## src/rtl/pulse_meas_tim.sv

```systemverilog
`default_nettype none
// ============================================================================
//  Module   : pulse_meas_tim
//  Purpose  : Pulse capture timer. After an enable strobe it measures the
//             first rising edge and the following falling edge of an
//             asynchronous input pulse. Both times are counted in clk cycles
//             from the strobe. An optional 'tim' pre-count, taken while idle,
//             shortens the measurement window by the time spent before the
//             strobe.
//  Ports    : clk            - system clock, rising edge
//             reset          - asynchronous reset, active low
//             enable         - start strobe, honoured only while idle
//             tim            - pre-strobe hold, counted while idle
//             sig_in         - asynchronous pulse under measurement
//             window_in      - nominal window length in clk cycles
//             rise_time_out  - counter value at the detected rising edge
//             fall_time_out  - counter value at the detected falling edge
//             rise_seen      - rising edge captured in the last measurement
//             fall_seen      - falling edge captured in the last measurement
//             done           - one-cycle pulse when a measurement ends
//             busy           - high whenever not idle
//  Revision : 1.0 - initial release
// ============================================================================
module pulse_meas_tim #(
    parameter int WIDTH     = 25,
    parameter int TIM_WIDTH = 21
) (
    input  logic             clk,
    input  logic             reset,
    input  logic             enable,
    input  logic             tim,
    input  logic             sig_in,
    input  logic [WIDTH-1:0] window_in,
    output logic [WIDTH-1:0] rise_time_out,
    output logic [WIDTH-1:0] fall_time_out,
    output logic             rise_seen,
    output logic             fall_seen,
    output logic             done,
    output logic             busy
);

    // Common width for comparing the window against the pre-count.
    localparam int c_CMP_W = (WIDTH > TIM_WIDTH) ? WIDTH : TIM_WIDTH;

    typedef enum logic [1:0] {
        S_IDLE      = 2'd0,
        S_WAIT_RISE = 2'd1,
        S_WAIT_FALL = 2'd2,
        S_DONE      = 2'd3
    } state_t;

    state_t                 r_state;
    state_t                 w_state_nxt;

    logic                   r_sync1;
    logic                   r_sig_s;
    logic                   r_sig_d;

    logic [WIDTH-1:0]       r_counter;
    logic [WIDTH-1:0]       r_window;
    logic [TIM_WIDTH-1:0]   r_count_tim;
    logic [WIDTH-1:0]       r_rise_time;
    logic [WIDTH-1:0]       r_fall_time;
    logic                   r_rise_seen;
    logic                   r_fall_seen;

    logic                   w_rise;
    logic                   w_fall;
    logic                   w_start;
    logic                   w_counting;
    logic                   w_timeout;
    logic                   w_cap_rise;
    logic                   w_cap_fall;
    logic [c_CMP_W-1:0]     w_win_ext;
    logic [c_CMP_W-1:0]     w_tim_ext;
    logic [WIDTH-1:0]       w_win_start;

    // ------------------------------------------------------------------
    // Edge detection on the synchronised input
    // ------------------------------------------------------------------
    assign w_rise = r_sig_s & ~r_sig_d;
    assign w_fall = ~r_sig_s & r_sig_d;

    // ------------------------------------------------------------------
    // Window compensation: the pre-count is subtracted only when it leaves
    // a positive window; otherwise the nominal window is used unchanged.
    // ------------------------------------------------------------------
    assign w_win_ext   = c_CMP_W'(window_in);
    assign w_tim_ext   = c_CMP_W'(r_count_tim);
    assign w_win_start = (w_win_ext > w_tim_ext) ? WIDTH'(w_win_ext - w_tim_ext)
                                                 : window_in;

    assign w_start    = (r_state == S_IDLE) && !tim && enable;
    assign w_counting = (r_state == S_WAIT_RISE) || (r_state == S_WAIT_FALL);
    assign w_timeout  = (r_counter >= r_window);
    assign w_cap_rise = (r_state == S_WAIT_RISE) && w_rise;
    assign w_cap_fall = (r_state == S_WAIT_FALL) && w_fall;

    // ------------------------------------------------------------------
    // FSM: state register
    // ------------------------------------------------------------------
    always_ff @(posedge clk or negedge reset) begin
        if (!reset) begin
            r_state <= S_IDLE;
        end else begin
            r_state <= w_state_nxt;
        end
    end

    // ------------------------------------------------------------------
    // FSM: next state. A timeout overrides the rise transition so that an
    // edge landing exactly on the window end is recorded but still ends
    // the measurement.
    // ------------------------------------------------------------------
    always_comb begin
        w_state_nxt = r_state;
        case (r_state)
            S_IDLE: begin
                if (w_start) begin
                    w_state_nxt = S_WAIT_RISE;
                end
            end
            S_WAIT_RISE: begin
                if (w_timeout) begin
                    w_state_nxt = S_DONE;
                end else if (w_rise) begin
                    w_state_nxt = S_WAIT_FALL;
                end
            end
            S_WAIT_FALL: begin
                if (w_timeout || w_fall) begin
                    w_state_nxt = S_DONE;
                end
            end
            S_DONE: begin
                w_state_nxt = S_IDLE;
            end
            default: begin
                w_state_nxt = S_IDLE;
            end
        endcase
    end

    // ------------------------------------------------------------------
    // Two-flop synchroniser plus one delay stage for edge detection
    // ------------------------------------------------------------------
    always_ff @(posedge clk or negedge reset) begin
        if (!reset) begin
            r_sync1 <= 1'b0;
            r_sig_s <= 1'b0;
            r_sig_d <= 1'b0;
        end else begin
            r_sync1 <= sig_in;
            r_sig_s <= r_sync1;
            r_sig_d <= r_sig_s;
        end
    end

    // ------------------------------------------------------------------
    // Counters and result registers
    // ------------------------------------------------------------------
    always_ff @(posedge clk or negedge reset) begin
        if (!reset) begin
            r_counter   <= '0;
            r_window    <= '0;
            r_count_tim <= '0;
            r_rise_time <= '0;
            r_fall_time <= '0;
            r_rise_seen <= 1'b0;
            r_fall_seen <= 1'b0;
        end else begin
            if (w_start) begin
                r_counter   <= '0;
                r_window    <= w_win_start;
                r_rise_time <= '0;
                r_fall_time <= '0;
                r_rise_seen <= 1'b0;
                r_fall_seen <= 1'b0;
            end else if (w_counting) begin
                // Leaves the WAIT states once counter reaches the window,
                // so this cannot wrap.
                r_counter <= r_counter + WIDTH'(1);
            end

            if (w_cap_rise) begin
                r_rise_time <= r_counter;
                r_rise_seen <= 1'b1;
            end

            if (w_cap_fall) begin
                r_fall_time <= r_counter;
                r_fall_seen <= 1'b1;
            end

            if (r_state == S_DONE) begin
                r_count_tim <= '0;
            end else if ((r_state == S_IDLE) && tim && (r_count_tim != '1)) begin
                r_count_tim <= r_count_tim + TIM_WIDTH'(1);
            end
        end
    end

    assign rise_time_out = r_rise_time;
    assign fall_time_out = r_fall_time;
    assign rise_seen     = r_rise_seen;
    assign fall_seen     = r_fall_seen;
    assign done          = (r_state == S_DONE);
    assign busy          = (r_state != S_IDLE);

endmodule
`default_nettype wire

```

## config.mk

```make
export PLATFORM = sky130hd
export DESIGN_NAME = pulse_meas_tim
export DESIGN_NICKNAME = d
export VERILOG_FILES = /design/src/rtl/pulse_meas_tim.sv
export SDC_FILE = /design/constraint.sdc
export NUM_CORES = 1
export LEC_CHECK = 0
export CAP_MARGIN = 25
export CORE_MARGIN = 2
export CORE_UTILIZATION = 52
export CTS_CLUSTER_DIAMETER = 80
export DETAILED_ROUTE_END_ITERATION = 16
export PLACE_DENSITY = 0.77
export SETUP_SLACK_MARGIN = 0.02
export SLEW_MARGIN = 10
export SYNTH_ARGS = -nofsm -noshare
export SYNTH_HDL_FRONTEND = slang
export SYNTH_SLANG_ARGS = --single-unit
export TNS_END_PERCENT = 50
```

## constraint.sdc

```tcl
create_clock -name clk -period 2.4 [get_ports clk]
set_input_delay 0.48 -clock clk [delete_from_list [all_inputs] [get_ports clk]]
set_output_delay 0.48 -clock clk [all_outputs]
set_load 0.005 [all_outputs]
```

After elaboration in Yosys (flattened, before gate mapping)
Cells that the tools add are included.
W data, S select, Z words.

storage, ports and cells
  bits in registers = 128
  input port bits = 30
  output and inout bits = 54
  logic and storage cells = 59

cells by class
  $add $sub $neg = 3
  order comparisons = 2
  equality and inequality tests = 7
  mux-type cells = 16
  bitwise logic cells = 4
  reduce and logical (&&, ||, !) cells = 16

operators with widths
  operator                 number
  $mux W25                 6
  $mux W21                 2
  $add A25 B1 Y25 const B  1
  $ge A25 B25 Y1           1
  $gt A25 B21 Y1           1
  $sub A25 B21 Y25         1
  $add A21 B1 Y21 const B  1
  $ne A21 B21 Y1 const B   1
  $reduce_bool A2 Y1       5
  $mux W2                  4
  $pmux W2 S4              1
  $logic_and A1 B1 Y1      6
  $eq A2 B2 Y1 const B     2
  $mux W1                  3
  $ne A3 B3 Y1 const B     1
  $reduce_and A3 Y1        1
  $and A1 B1 Y1            2
  $eq A2 B1 Y1 const B     1
  $logic_not A2 Y1         1
  $logic_or A1 B1 Y1       2
  $ne A2 B1 Y1 const B     1
  $ne A2 B2 Y1 const B     1
  $not A1 Y1               2
  $logic_not A1 Y1         1

Logic depth before layout (Yosys ltp)
  depth after elaboration = 5
  mapped depth = 12
  gate-level depth less buffers = 11

Least setup slack after synthesis
OpenSTA, ideal clock, no wires.

  path type = input-to-reg
  start = input window_in[0]
  end = register r_window[22]
  setup time = 0.087 ns
  arrival = 2.447 ns
  required time = 2.313 ns
  path slack = -0.134 ns
  stages = 11
  buffers on the path = 0
  cell sequence = inv_1 ha_1 fa_1 nor2b_1 o31ai_2 a2111oi_2 o21ai_1 a21boi_1 o211ai_1 a31o_1 o211ai_1

between the ends
  cells in the longest elaborated chain, start to end = 2
  elaborated cells on any way between the ends = 3
  classes of those cells = add/sub (1); order compare (1); mux (1)

ends and longest elaborated chain
  item                                                       line  RTL
  from (decl)                                                33    input logic [WIDTH-1:0] window_in,
  $sub A25 B21 Y25 / $gt A25 B21 Y1 (equally long branches)  90    assign w_win_start = (w_win_ext > w_tim_ext) ? WIDTH'(w_win_ext - w_tim_ext)
  $mux W25 *                                                 90
  to (signal assigned)                                       174   r_window <= w_win_start;
  to (decl)                                                  60    logic [WIDTH-1:0] r_window;

Mark *: on every way between the ends. The rest lies on a longest branch, timed or not.
A chain may end at the register's enable or synchronous reset.

Worst setup path after layout
  start = register r_count_tim[10]
  end = register r_window[17]

between the ends
  cells in the longest elaborated chain, start to end = 2
  elaborated cells on any way between the ends = 3
  classes of those cells = add/sub (1); order compare (1); mux (1)

ends and longest elaborated chain
  item                                                       line  RTL
  from (decl)                                                61    logic [TIM_WIDTH-1:0] r_count_tim;
  from (signal assigned)                                     198   r_count_tim <= r_count_tim + TIM_WIDTH'(1);
  $sub A25 B21 Y25 / $gt A25 B21 Y1 (equally long branches)  90
  $mux W25 *                                                 90

Marked as above.

==> impl_metrics.py <==
metrics = {
    "floorplanning": {
        "boundaryPins": 84,
        "dieArea_mm2": 0.0153,
        "die-width_um": 124,
        "coreArea_mm2": 0.0139,
        "fp-row-count": 43,
        "die_height_um": 124,
        "start_util": 0.536,
    },
    "setup_path": {
        "worstRegToRegCells": 11,
        "crit_path_end_kind": "register",
        "worst_r2r_startpoint": "r_count_tim[10]",
        "reg2reg_slack_ns": -0.11,
        "crit_type": "reg2reg",
        "cp.required_ns": 2.70,
        "regToRegEndpoint": "r_window[17]",
        "max_stage_delay_ns": 0.39,
        "crit_path_cell_trace": "inv_2 > ha_4 > a21oi_2 > o211ai_1 > a221o_1 > nor2_2 > a21oi_2 > o41ai_4 > buf_4 > mux2i_1 > o211ai_1",
        "start_kind": "register",
        "cp_max_fo": 5,
        "slowest_stage": "dfrtp_1",
        "cp.arrival_ns": 2.81,
    },
    "power": {
        "p_total_w": 0.00894,
        "p_comb_frac": 0.362,
        "clock_power_share": 0.318,
        "power.density_mw_per_mm2": 805,
        "peakVddDrop_v": 0.000605,
        "p_leak_nw": 5.14,
        "seq_power_share": 0.320,
        "power.switching_w": 0.00293,
        "swShare": 0.328,
        "internal-power_w": 0.00601,
    },
    "min_path": {
        "holdCritPathClass": "in2async",
    },
    "yosys": {
        "syn-num-nets": 872,
        "ys_seq_area_frac": 0.429,
        "yosysWarnings": 0,
        "synth_top_area_frac": 0.429,
        "syn_inst": 788,
        "ys_top_cells_by_area": "dfrtp_1 (43%), ha_1 (8.9%), a22o_1 (6.0%), nor2_1 (3.7%), xnor2_1 (3.3%)",
        "ys_types": 65,
        "syn_avg_cell_area_um2": 9.48,
        "synth_area_mm2": 0.00747,
        "yosysTopAreaCell": "dfrtp_1",
        "synth_edf_count": 0,
        "ys.flop_type": "dfrtp_1",
        "ys_async_sr_fraction": 1.00,
        "ys_ff_latch": 128,
    },
    "timing": {
        "timing.setup.tns_ns": -0.609,
        "setup_violations": 21,
        "period_minus_slack_ns": 2.51,
        "clock.fmax_mhz": 398,
        "hold_slack_ns": 0.0553,
        "drv_slew": 0,
        "timing.final.ws_setup_ns": -0.110,
        "finalClockSkew_ns": 0.00892,
        "rsz0062_at_grt": "yes",
        "final_hold_viol_count": 0,
        "slew_headroom": 0.609,
        "finalCritPeriodShare": 1.05,
        "worst_slew_pin_slew_ns": 0.586,
    },
    "cells_and_area": {
        "layout_commonest_cell": "buf_4",
        "final_cell_mix": "buf_4 (174), dfrtp_1 (128), nor2_1 (67)",
        "fill_cells": 821,
        "layout-drive-gt1-share": 0.309,
        "regArea_mm2": 0.00320,
        "fin_nets": 1130,
        "area_growth_pct": 48.7,
        "multi_input_area_mm2": 0.00454,
        "n_antenna_cell": 0,
    },
    "global_route": {
        "first_global_vias": 7286,
        "grt_pass1_wl_um": 36000,
        "grt_start_max_net_pins": 48,
        "track_usage": 0.303,
        "gr-total-overflow": 0,
        "antenna_found_initial": 0,
    },
    "clocking": {
        "cts_root_buffer": "clkbuf_16",
        "insertion_delay_ns": 0.42,
        "clk_pin_slew_ns": 0.06,
        "cts_tree": "yes",
        "cts_buffer_depth": 2,
        "numCtsBuffers": 17,
        "cts_sinks": 128,
        "cts_htree_levels": 4,
    },
    "drt": {
        "drc": 0,
        "ant_nets": 0,
        "wl_per_cell_um": 18.3,
        "viasPerCell": 5.78,
        "drtIter0Drc": 581,
        "vias": 7160,
        "firstDrtPassIters": 5,
        "wl_um": 22600,
    },
    "placed_design": {
        "port_buffers": 83,
        "place.gp.congestion": 0.898,
        "dpl.hpwl_um": 16100,
    },
    "status": {
        "status": "finished, violations left",
        "failed_checks": "negative setup slack",
    },
    "flow_run": {
        "cap_violations": 0,
    },
}
[metal layers]
metal,part of all wire,vias up,GRT usage
met2,0.51,268,0.530
li1,-,3327,-
met3,0.046,51,0.0440
met1,0.42,3514,0.378
met4,0.025,0,0.121
met5,0,-,0
[cells in the mapped netlist, types with 10 or more instances]
cell type	instances
a21oi_1	46
a22o_1	51
clkbuf_1	22
dfrtp_1	128
ha_1	53
inv_1	62
mux2i_1	11
nand2_1	60
nand2b_1	10
nand3_1	18
nand4_1	13
nor2_1	74
nor3_1	17
o211ai_1	11
o21ai_0	37
or3_1	18
xnor2_1	28
xor2_1	18
[power by group through the flow]
stage / combinational [W] / clock, W / sequential [W]
final: 0.00324 / 0.00284 / 0.00286
after global routing: 0.00357 / 0.00295 / 0.00291
after CTS: 0.00305 / 0.00285 / 0.00285
after detailed placement: 0.00294 / 0 / 0.00288
after global placement: 0.00278 / 0 / 0.00286
after floorplan: 0.00155 / 0 / 0.00289
[timing repair]
item	4_1_cts	5_1_grt
cloned	0	0
resized for setup	79	62
pin swaps	37	27
hold buffers	0	0
buffers inserted	10	4
endpoints found under the setup margin	40	40
[sequential cells by signal, summed over array words and instances, names as in the netlist]
name           count
fall_time_out     25
r_window          25
rise_time_out     25
r_count_tim       21
fall_seen          1
r_state            2
r_counter         25
r_sig_d            1
r_sig_s            1
rise_seen          1
r_sync1            1
[worst max-delay path, delay by kind of cell, from the launching register on]
| kind | cells | cell delay [ns] |
|---|---|---|
| muxes | 1 | 0.18 |
| and+or+nand+nor | 1 | 0.15 |
| adders and majority gates | 1 | 0.22 |
| DFF | 1 | 0.39 |
| buffers and inverters | 2 | 0.25 |
| AOI/OAI and AO/OA | 6 | 1.19 |
[stage by stage]
stage | util | worst slack, ns | std cells | instance area [um^2]
3_3_place_gp | 0.704 | -0.854 | 1194 | 9810
4_1_cts | 0.778 | -0.0494 | 1235 | 10800
6_report | 0.797 | -0.110 | 1238 | 11100
2_1_floorplan | - | -0.00806 | 788 | 7580
5_1_grt | 0.797 | -0.203 | 1238 | 11100
3_5_place_dp | 0.704 | -0.950 | 1194 | 9810
[cell families after synthesis]
family / count (synthesis) / synth area share
xor gates and xnor gates: 46 / 0.0539
AOI/OAI and AO/OA: 199 / 0.187
and+or+nand+nor: 258 / 0.174
DFF: 128 / 0.429
muxes: 12 / 0.0162
adders and majority gates: 54 / 0.0914
buffers and inverters: 91 / 0.0487
[worst max-delay path by stage]
| stage | end | from | slack [ns] |
|---|---|---|---|
| after floorplan | r_window[22] | window_in[0] | -0.008 |
| after global placement | r_window[20] | window_in[0] | -0.85 |
| after detailed placement | r_window[17] | window_in[10] | -0.95 |
| after CTS | r_window[22] | r_count_tim[0] | -0.05 |
| after global routing | r_window[19] | r_count_tim[10] | -0.20 |
| final | r_window[17] | r_count_tim[10] | -0.11 |
[area by class of cell]
type / count / area share
Clock inverter: 13 / 0.0191
Timing Repair Buffer: 268 / 0.203
Sequential cell: 128 / 0.288
Multi-Input combinational cell: 569 / 0.408
Tap cell: 180 / 0.0203
Inverter: 62 / 0.0221
Clock buffer: 18 / 0.0386
Power figures use the tool's default switching activity.
